===== src/rtl/spi_slave_word.sv =====
// SPI slave moving whole words between a serial link and valid/ready handshakes on clk.
// Optional feature macro: SPI_SLAVE_WORD_MISO_TRISTATE_EN (MISO released to Z outside a frame).
module spi_slave_word #(
  parameter int                WIDTH     = 8,
  parameter bit                CPOL      = 1'b0,
  parameter bit                CPHA      = 1'b0,
  parameter logic [WIDTH-1:0]  IDLE_WORD = '0
) (
  input  logic             clk,
  input  logic             rst_n,
  input  logic             sck,
  input  logic             ssel,
  input  logic             mosi,
  output logic             miso,
  output logic [WIDTH-1:0] rx_data,
  output logic             rx_valid,
  input  logic             rx_ready,
  output logic             rx_overrun,
  input  logic [WIDTH-1:0] tx_data,
  input  logic             tx_valid,
  output logic             tx_ready,
  output logic             tx_underrun,
  output logic             frame_active,
  output logic [7:0]       frame_count
);

  localparam int            CW   = (WIDTH > 1) ? $clog2(WIDTH) : 1;
  localparam logic [CW-1:0] LAST = CW'(WIDTH - 1);

  logic [2:0]       sck_sync;
  logic [2:0]       ssel_sync;
  logic [1:0]       mosi_sync;
  logic [CW-1:0]    bit_cnt;
  logic [WIDTH-1:0] rx_shift;
  logic [WIDTH-1:0] tx_hold;
  logic             tx_full;
  logic [WIDTH-1:0] tx_shift;
  logic             load_pend;

  logic sck_rise, sck_fall, lead_edge, trail_edge;
  logic active, frame_start, sample_edge, shift_edge, word_done, load_point;
  logic [WIDTH-1:0] rx_word;

  // Synchronisers reset to the idle pin levels so no edge is seen on release
  always_ff @(posedge clk or negedge rst_n) begin
    if (!rst_n) begin
      sck_sync  <= {3{CPOL}};
      ssel_sync <= 3'b111;
      mosi_sync <= '0;
    end else begin
      sck_sync  <= {sck_sync[1:0], sck};
      ssel_sync <= {ssel_sync[1:0], ssel};
      mosi_sync <= {mosi_sync[0], mosi};
    end
  end

  // Edge detection on the two oldest synchroniser stages
  assign sck_rise    = sck_sync[1] & ~sck_sync[2];
  assign sck_fall    = ~sck_sync[1] & sck_sync[2];
  assign lead_edge   = CPOL ? sck_fall : sck_rise;
  assign trail_edge  = CPOL ? sck_rise : sck_fall;
  assign active      = ~ssel_sync[1];
  assign frame_start = active & ssel_sync[2];
  assign sample_edge = active & (CPHA ? trail_edge : lead_edge);
  assign shift_edge  = active & (CPHA ? lead_edge : trail_edge);
  assign word_done   = sample_edge & (bit_cnt == LAST);
  assign rx_word     = {rx_shift[WIDTH-2:0], mosi_sync[1]};
  assign load_point  = CPHA ? (shift_edge & (bit_cnt == '0))
                            : (frame_start | (shift_edge & load_pend));

  assign frame_active = active;
  assign tx_ready     = ~tx_full;

  // Receive path, bit counter and frame counter
  always_ff @(posedge clk or negedge rst_n) begin
    if (!rst_n) begin
      bit_cnt     <= '0;
      rx_shift    <= '0;
      rx_data     <= '0;
      rx_valid    <= 1'b0;
      rx_overrun  <= 1'b0;
      load_pend   <= 1'b0;
      frame_count <= 8'd0;
    end else begin
      rx_overrun <= 1'b0;
      if (frame_start) frame_count <= frame_count + 8'd1;
      if (!active) begin
        bit_cnt   <= '0;
        rx_shift  <= '0;
        load_pend <= 1'b0;
      end else begin
        if (sample_edge) begin
          rx_shift <= rx_word;
          bit_cnt  <= (bit_cnt == LAST) ? '0 : bit_cnt + 1'b1;
        end
        if (word_done)       load_pend <= 1'b1;
        else if (shift_edge) load_pend <= 1'b0;
      end
      // A consumer accepting in the completion cycle frees room for the new word
      if (word_done) begin
        if (!rx_valid || rx_ready) begin
          rx_data  <= rx_word;
          rx_valid <= 1'b1;
        end else begin
          rx_overrun <= 1'b1;
        end
      end else if (rx_valid && rx_ready) begin
        rx_valid <= 1'b0;
      end
    end
  end

  // Transmit holding entry and shifter
  always_ff @(posedge clk or negedge rst_n) begin
    if (!rst_n) begin
      tx_hold     <= '0;
      tx_full     <= 1'b0;
      tx_shift    <= '0;
      tx_underrun <= 1'b0;
    end else begin
      tx_underrun <= 1'b0;
      if (tx_valid && !tx_full) begin
        tx_hold <= tx_data;
        tx_full <= 1'b1;
      end
      if (!active) begin
        tx_shift <= '0;
      end else if (load_point) begin
        // An entry written this same cycle waits for the next word
        if (tx_full) begin
          tx_shift <= tx_hold;
          tx_full  <= 1'b0;
        end else begin
          tx_shift    <= IDLE_WORD;
          tx_underrun <= 1'b1;
        end
      end else if (shift_edge) begin
        tx_shift <= {tx_shift[WIDTH-2:0], 1'b0};
      end
    end
  end

`ifdef SPI_SLAVE_WORD_MISO_TRISTATE_EN
  assign miso = active ? tx_shift[WIDTH-1] : 1'bz;
`else
  assign miso = tx_shift[WIDTH-1];
`endif

endmodule


===== config.mk =====
export PLATFORM = sky130hd
export DESIGN_NAME = spi_slave_word
export DESIGN_NICKNAME = d
export VERILOG_FILES = /design/src/rtl/spi_slave_word.sv
export SDC_FILE = /design/constraint.sdc
export NUM_CORES = 1
export LEC_CHECK = 0
export CAP_MARGIN = 10
export CORE_MARGIN = 2
export CORE_UTILIZATION = 40
export CTS_CLUSTER_SIZE = 14
export DETAILED_ROUTE_END_ITERATION = 8
export HOLD_SLACK_MARGIN = 0.03
export SLEW_MARGIN = 20
export SYNTH_ARGS = -nofsm -noshare
export SYNTH_HDL_FRONTEND = slang
export SYNTH_SLANG_ARGS = --single-unit

===== constraint.sdc =====
create_clock -name clk -period 1.9 [get_ports clk]
set_input_delay 0.38 -clock clk [delete_from_list [all_inputs] [get_ports clk]]
set_output_delay 0.38 -clock clk [all_outputs]
set_load 0.05 [all_outputs]

==> results of run 1 <==
[placed cells by master (no fill, tap or decap), drive strengths merged, types with 4 or more instances in the layout]
master	count
dfrtp	52
nand2	24
clkdlybuf4s50	19
buf	18
mux2	17
a21oi	17
and4bb	7
o2bb2ai	7
nor2	6
clkbuf	5
xor2	4
dlymetal6s2s	4
inv	4
nand4	4
[power by group]
part / switching, uW / total (uW) / internal, uW / leakage (uW)
Combinational: 383 / 619 / 236 / 0.000559
Clock: 372 / 633 / 260 / 0.0000483
Sequential: 123 / 1430 / 1310 / 0.000710
Total: 879 / 2680 / 1800 / 0.00132
[worst max-delay path by stage]
stage,startpoint,endpoint,slack (ns)
4_1_cts,frame_count[7],frame_count[7],0.006
3_3_place_gp,rx_ready,rx_data[3],0.22
5_1_grt,rx_data[2],rx_data[2],0.003
6_report,rx_data[2],rx_data[2],0.06
3_5_place_dp,rx_ready,rx_data[2],0.17
2_1_floorplan,ssel_sync[1],rx_data[0],0.31
[per-stage QoR]
step                      hold WS, ns  setup WS (ns)  std cells  power, uW
after floorplan                0.0844          0.309        175       1850
after global placement          0.335          0.216        280       2060
after detailed placement        0.343          0.171        280       2080
after CTS                      0.0530        0.00563        288       2720
after global routing           0.0639        0.00256        288       2830
final                          0.0542         0.0604        288       2680
[cell families (layout without fill, tap and decap cells)]
kind of cell    count (synthesis)  count (layout)
compound gates                 28              28
flops                          55              55
fa+ha+maj                       3               3
buf+inv                        11              52
mux                            17              17
xor+xnor                        7               7
simple gates                   54              54
[flip-flops by register name, summed over array words and instances (netlist names)]
signal and count:
tx_hold 8, rx_valid 1, bit_cnt 3, mosi_sync 2, ssel_sync 3, rx_overrun 1
rx_shift 7, tx_shift 8, frame_count 8, sck_sync 3, load_pend 1, tx_underrun 1
tx_full 1, rx_data 8
[worst reg2reg max path, cell delays in order (launching register included)]
cell and delay, ns:
dfrtp_1 0.41, ha_1 0.20, ha_1 0.24, nand4_2 0.22, mux2_2 0.36
[layer usage]
layer | vias to the layer above | part of all wire
met5 | - | 0
met4 | 0 | 0.0050
met3 | 2 | 0.039
met2 | 28 | 0.53
met1 | 731 | 0.43
li1 | 695 | -
[cell type report]
class                   count  area [um^2]
clock buffers               5         68.8
clock inverters             3         18.8
fillers                   506         2710
inverters                   3         11.3
multi-input cells         109          808
flip-flops and latches     55         1380
well taps                  72         90.1
repair buffers             41          385
==> flow_metrics.env, run 1 <==
export IMPL_outcome="complete, no violations"
export IMPL_period_minus_slack_ns=1.84
export IMPL_path_class="flip-flop to output pin"
export IMPL_rsz0062_at_grt="false"
export IMPL_placed_area_um2=2670
export IMPL_grtUsageMet3=0.0409
export IMPL_post_cts_resized=0
export IMPL_met1_usage=0.171
export IMPL_synth_xor_area_frac=0.0273
export IMPL_synthTopCellsByArea="dfrtp_1 (58%), mux2_2 (8.5%), nand2_1 (4.0%), and4bb_2 (3.9%), a21oi_1 (3.8%)"
export IMPL_period_share=0.968
export IMPL_synthArstFlopShare=1.00
export IMPL_grt_pass1_wl_mm=6.73
export IMPL_use_met2=0.231
export IMPL_port_buffers=36
export IMPL_setup_violations_final=0
export IMPL_crit_required_ns=1.52
export IMPL_yosys_area_share_simple=0.145
export IMPL_hold_violations=0
export IMPL_synth_cells=175
export IMPL_cts_root_buf="clkbuf_8"
export IMPL_synthAdderAreaFrac=0.0167
export IMPL_first_iter_violations=69
export IMPL_ctsHoldBuffers=0
export IMPL_synth_common_cells="dfrtp_1 (52), nand2_1 (24), a21oi_1 (17), mux2_2 (17)"
export IMPL_ys_seq_area_frac=0.613
export IMPL_dp_hpwl_mm=2.75
export IMPL_worst_path_buf_inv=1
export IMPL_critPathMaxFanout=2
export IMPL_drc=0
export IMPL_synth_top_family_by_area="simple AND/OR/NAND/NOR gates"
export IMPL_dieHeight_um=79.0
export IMPL_clkLatencyLatePin_ns=0.30
export IMPL_yosys_register_bits=55
export IMPL_track_usage=0.137
export IMPL_tritoncts="built"
export IMPL_relSlewSlack=0.660
export IMPL_yosys_warnings=0
export IMPL_p_leak_uw=0.00132
export IMPL_grt_max_degree=56
export IMPL_fin_tns_setup_ns=0
export IMPL_netlist_cell_type_count=30
export IMPL_arrival_ns=1.46
export IMPL_synth_mux_area_frac=0.0851
export IMPL_synth_compound_area_share=0.0851
export IMPL_synthFlopType="dfrtp_1"
export IMPL_antenna_found_initial=0
export IMPL_synth_area_leader_cell="dfrtp_1"
export IMPL_synth_area_um2=2250
export IMPL_peakVddDrop_mv=0.800
export IMPL_grt_overflow=0
export IMPL_wl_mm=3.81
export IMPL_clk_path_buf_depth=2
export IMPL_worstMarginPinSlew_ns=0.509
export IMPL_ant_nets=0
export IMPL_wl_per_cell_um=13.2
export IMPL_htreeDepth=2
export IMPL_finish_utilization=0.505
export IMPL_fp_dieW_um=79.0
export IMPL_vias=1456
export IMPL_path_cells="clkdlybuf4s50_1"
export IMPL_rrSetupSlack_ns=0.37
export IMPL_numCtsBuffers=5
export IMPL_cp_end_kind="output pin"
export IMPL_reg2reg_depth=4
export IMPL_io_pins=37
export IMPL_syn_nets=193
export IMPL_yosysTopAreaCellShare=0.578
export IMPL_yosysMostFrequentCell="dfrtp_1"
export IMPL_startpoint_type="flip-flop"
export IMPL_viasPerCell=5.06
export IMPL_drive_gt1_frac=0.264
export IMPL_post_cts_buffers=0
export IMPL_nNetsFinal=233
export IMPL_drv_slew=0
export IMPL_fin_worst_skew_ns=0.00897
export IMPL_critical_path_cell_count=1
export IMPL_syn_area_per_cell_um2=12.9
export IMPL_grt_pass1_vias=1476
export IMPL_core_um2=5470
export IMPL_grt_busiest_layer="met2"
export IMPL_cpLargestDelayFamily="buffers and inverters"
export IMPL_diodes=0
export IMPL_cpMaxStageDelayCell="clkdlybuf4s50_1"
export IMPL_clkSinkCount=55
export IMPL_die_area_um2=6240
export IMPL_holdCritPathClass="input pin to async pin"
export IMPL_design_area_um2=2760
export IMPL_synth_edf_count=0
export IMPL_rows=27
export IMPL_firstDrtPassIters=4
export IMPL_p_per_area_nw_per_um2=971
export IMPL_gp_congestion=0.722
export IMPL_cap_violations=0
export IMPL_reg2reg_to="rx_data[7]"
export IMPL_slowest_delay_ns=0.80
export IMPL_area_growth_pct=22.8
export IMPL_start_util=0.411
export IMPL_clkTransAtPathRegs_ns=0.10
export IMPL_timing_fmax_ghz=0.544
export IMPL_worstReg2RegStart="bit_cnt[0]"
Power figures use the tool's default switching activity.
==> inputs of run 2 (changes only) <==
Settings changed: PLACE_DENSITY from default to 0.73.
Clock period 1.9 ns to 2.3 ns, I/O delays scaled along.
==> run 2 against run 1 <==
Effect of this change: sequential cell count unchanged; critical path depth increased by 1; first-iteration DRC count increased by 42%; global-route usage decreased by 0.62 points; sequential power decreased by 17%; count of clock-buffer cells in the layout unchanged; routed wire length decreased by 4.5%; die area unchanged; critical path type unchanged; utilization increased by 0.62 points; sequential share of layout area decreased by 0.60 points; highest routed layer unchanged; final cell count decreased by 0.69%; via count decreased by 2.7%.
==> flow_metrics.env, run 2 (synthesis gave the netlist of run 1 again) <==
export IMPL_clkTransAtPathRegs_ns=0.10
export IMPL_seqCellArea_um2=1380
export IMPL_diodes=0
export IMPL_path_cells="inv_1 > clkdlybuf4s50_1"
export IMPL_io_pins=37
export IMPL_dieHeight_um=79.0
export IMPL_p_per_area_nw_per_um2=839
export IMPL_design_area_um2=2800
export IMPL_drv_slew=0
export IMPL_drc=0
export IMPL_cap_violations=0
export IMPL_relSlewSlack=0.664
export IMPL_die_area_um2=6240
export IMPL_clkSinkCount=55
export IMPL_cp_end_kind="output pin"
export IMPL_rrSetupSlack_ns=0.66
export IMPL_worstMarginPinSlew_ns=0.502
export IMPL_post_cts_resized=0
export IMPL_peakVddDrop_mv=0.819
export IMPL_area_growth_pct=24.3
export IMPL_track_usage=0.131
export IMPL_numCtsBuffers=5
export IMPL_fin_tns_setup_ns=0
export IMPL_p_leak_uw=0.00123
export IMPL_core_um2=5470
export IMPL_htreeDepth=2
export IMPL_path_class="flip-flop to output pin"
export IMPL_critPathMaxFanout=4
export IMPL_setup_violations_final=0
export IMPL_rows=27
export IMPL_grt_overflow=0
export IMPL_grt_pass1_vias=1413
export IMPL_viasPerCell=4.95
export IMPL_fp_dieW_um=79.0
export IMPL_p_seq_frac=0.502
export IMPL_clockPowerShare=0.273
export IMPL_placed_area_um2=2680
export IMPL_grt_pass1_wl_mm=6.51
export IMPL_p_int_uw=1620
export IMPL_fin_worst_skew_ns=0.0108
export IMPL_wl_per_cell_um=12.7
export IMPL_mostFrequentLayoutCell="dfrtp_1"
export IMPL_ctsHoldBuffers=0
export IMPL_drive_gt1_frac=0.201
export IMPL_multi_input_area_um2=808
export IMPL_hold_violations=0
export IMPL_period_minus_slack_ns=2.13
export IMPL_clk_path_buf_depth=2
export IMPL_vias=1417
export IMPL_post_cts_buffers=0
export IMPL_rsz0062_at_grt="false"
export IMPL_gp_congestion=0.744
export IMPL_power_switching_uw=722
export IMPL_nFillCells=507
export IMPL_outcome="complete, no violations"
export IMPL_period_share=0.926
export IMPL_worstReg2RegStart="sck_sync[2]"
export IMPL_startpoint_type="flip-flop"
export IMPL_arrival_ns=1.67
export IMPL_antenna_found_initial=0
export IMPL_start_util=0.411
export IMPL_tritoncts="built"
export IMPL_timing_fmax_ghz=0.469
export IMPL_crit_required_ns=1.84
export IMPL_clkLatencyLatePin_ns=0.31
export IMPL_dp_hpwl_mm=2.56
export IMPL_port_buffers=36
export IMPL_layout_common_cells="dfrtp_1 (52), clkdlybuf4s50_1 (35), nand2_1 (24), mux2_2 (17), a21oi_1 (17)"
export IMPL_holdCritPathClass="input pin to async pin"
export IMPL_nNetsFinal=231
export IMPL_first_iter_violations=98
export IMPL_ant_nets=0
export IMPL_swShare=0.308
export IMPL_cts_root_buf="clkbuf_8"
export IMPL_grt_max_degree=56
export IMPL_firstDrtPassIters=4
export IMPL_combinationalPowerShare=0.224
export IMPL_reg2reg_depth=3
export IMPL_reg2reg_to="rx_data[6]"
export IMPL_wl_mm=3.64
export IMPL_slowest_delay_ns=0.83
export IMPL_cpMaxStageDelayCell="clkdlybuf4s50_1"
[run 2: cell types whose count changed in the layout (fill, tap and decap cells not counted), sizes merged]
cell           change
clkdlybuf4s50     +16
buf               -14
dlymetal6s2s       -4
bufinv             +1
clkinv             -1
[run 2: critical path, delay by kind of cell (launching register included)]
kind,cells,cell delay (ns)
buffers and inverters,2,0.96
DFF,1,0.41
[run 2: worst max path at each step]
stage                             from            to  slack [ns]  depth (start not counted)
after floorplan           ssel_sync[1]    rx_data[0]        0.71                          4
after global placement    ssel_sync[1]  frame_active        0.51                          2
after detailed placement       tx_full      tx_ready        0.49                          2
after CTS                      tx_full      tx_ready        0.15                          2
after global routing           tx_full      tx_ready        0.11                          2
final                          tx_full      tx_ready        0.17                          2
[run 2: through the flow]
step           cells  total power [uW]  hold slack (ns)   util  setup slack (ns)
3_5_place_dp     278              1730            0.336  0.490             0.493
3_3_place_gp     278              1720            0.333  0.490             0.507
4_1_cts          286              2370            0.134  0.511             0.148
2_1_floorplan    175              1530            0.164      -             0.709
6_report         286              2340            0.128  0.511             0.169
5_1_grt          286              2470            0.135  0.511             0.108
[run 2: cell type report]
cell class,count,area share
flip-flops and latches,55,0.494
repair buffers,39,0.140
multi-input cells,109,0.289
well taps,72,0.0322
inverters,3,0.00403
clock buffers,5,0.0246
clock inverters,3,0.0170
[run 2: routing by layer]
metal  part of all wire  vias to the layer above  track usage  wire [um]
met2               0.47                       29        0.214       1730
li1                   -                      684            -          -
met1               0.47                      698        0.177       1720
met3              0.037                        6       0.0273        134
met5                  0                        -            0          0
met4              0.015                        0       0.0414         53
[run 2: power groups by stage]
stage,registers (uW),clock network (uW),logic [uW]
global route,1200,710,565
finish,1180,641,526
floorplan,1350,0,180
CTS,1180,662,533
detailed placement,1200,0,532
global placement,1200,0,523
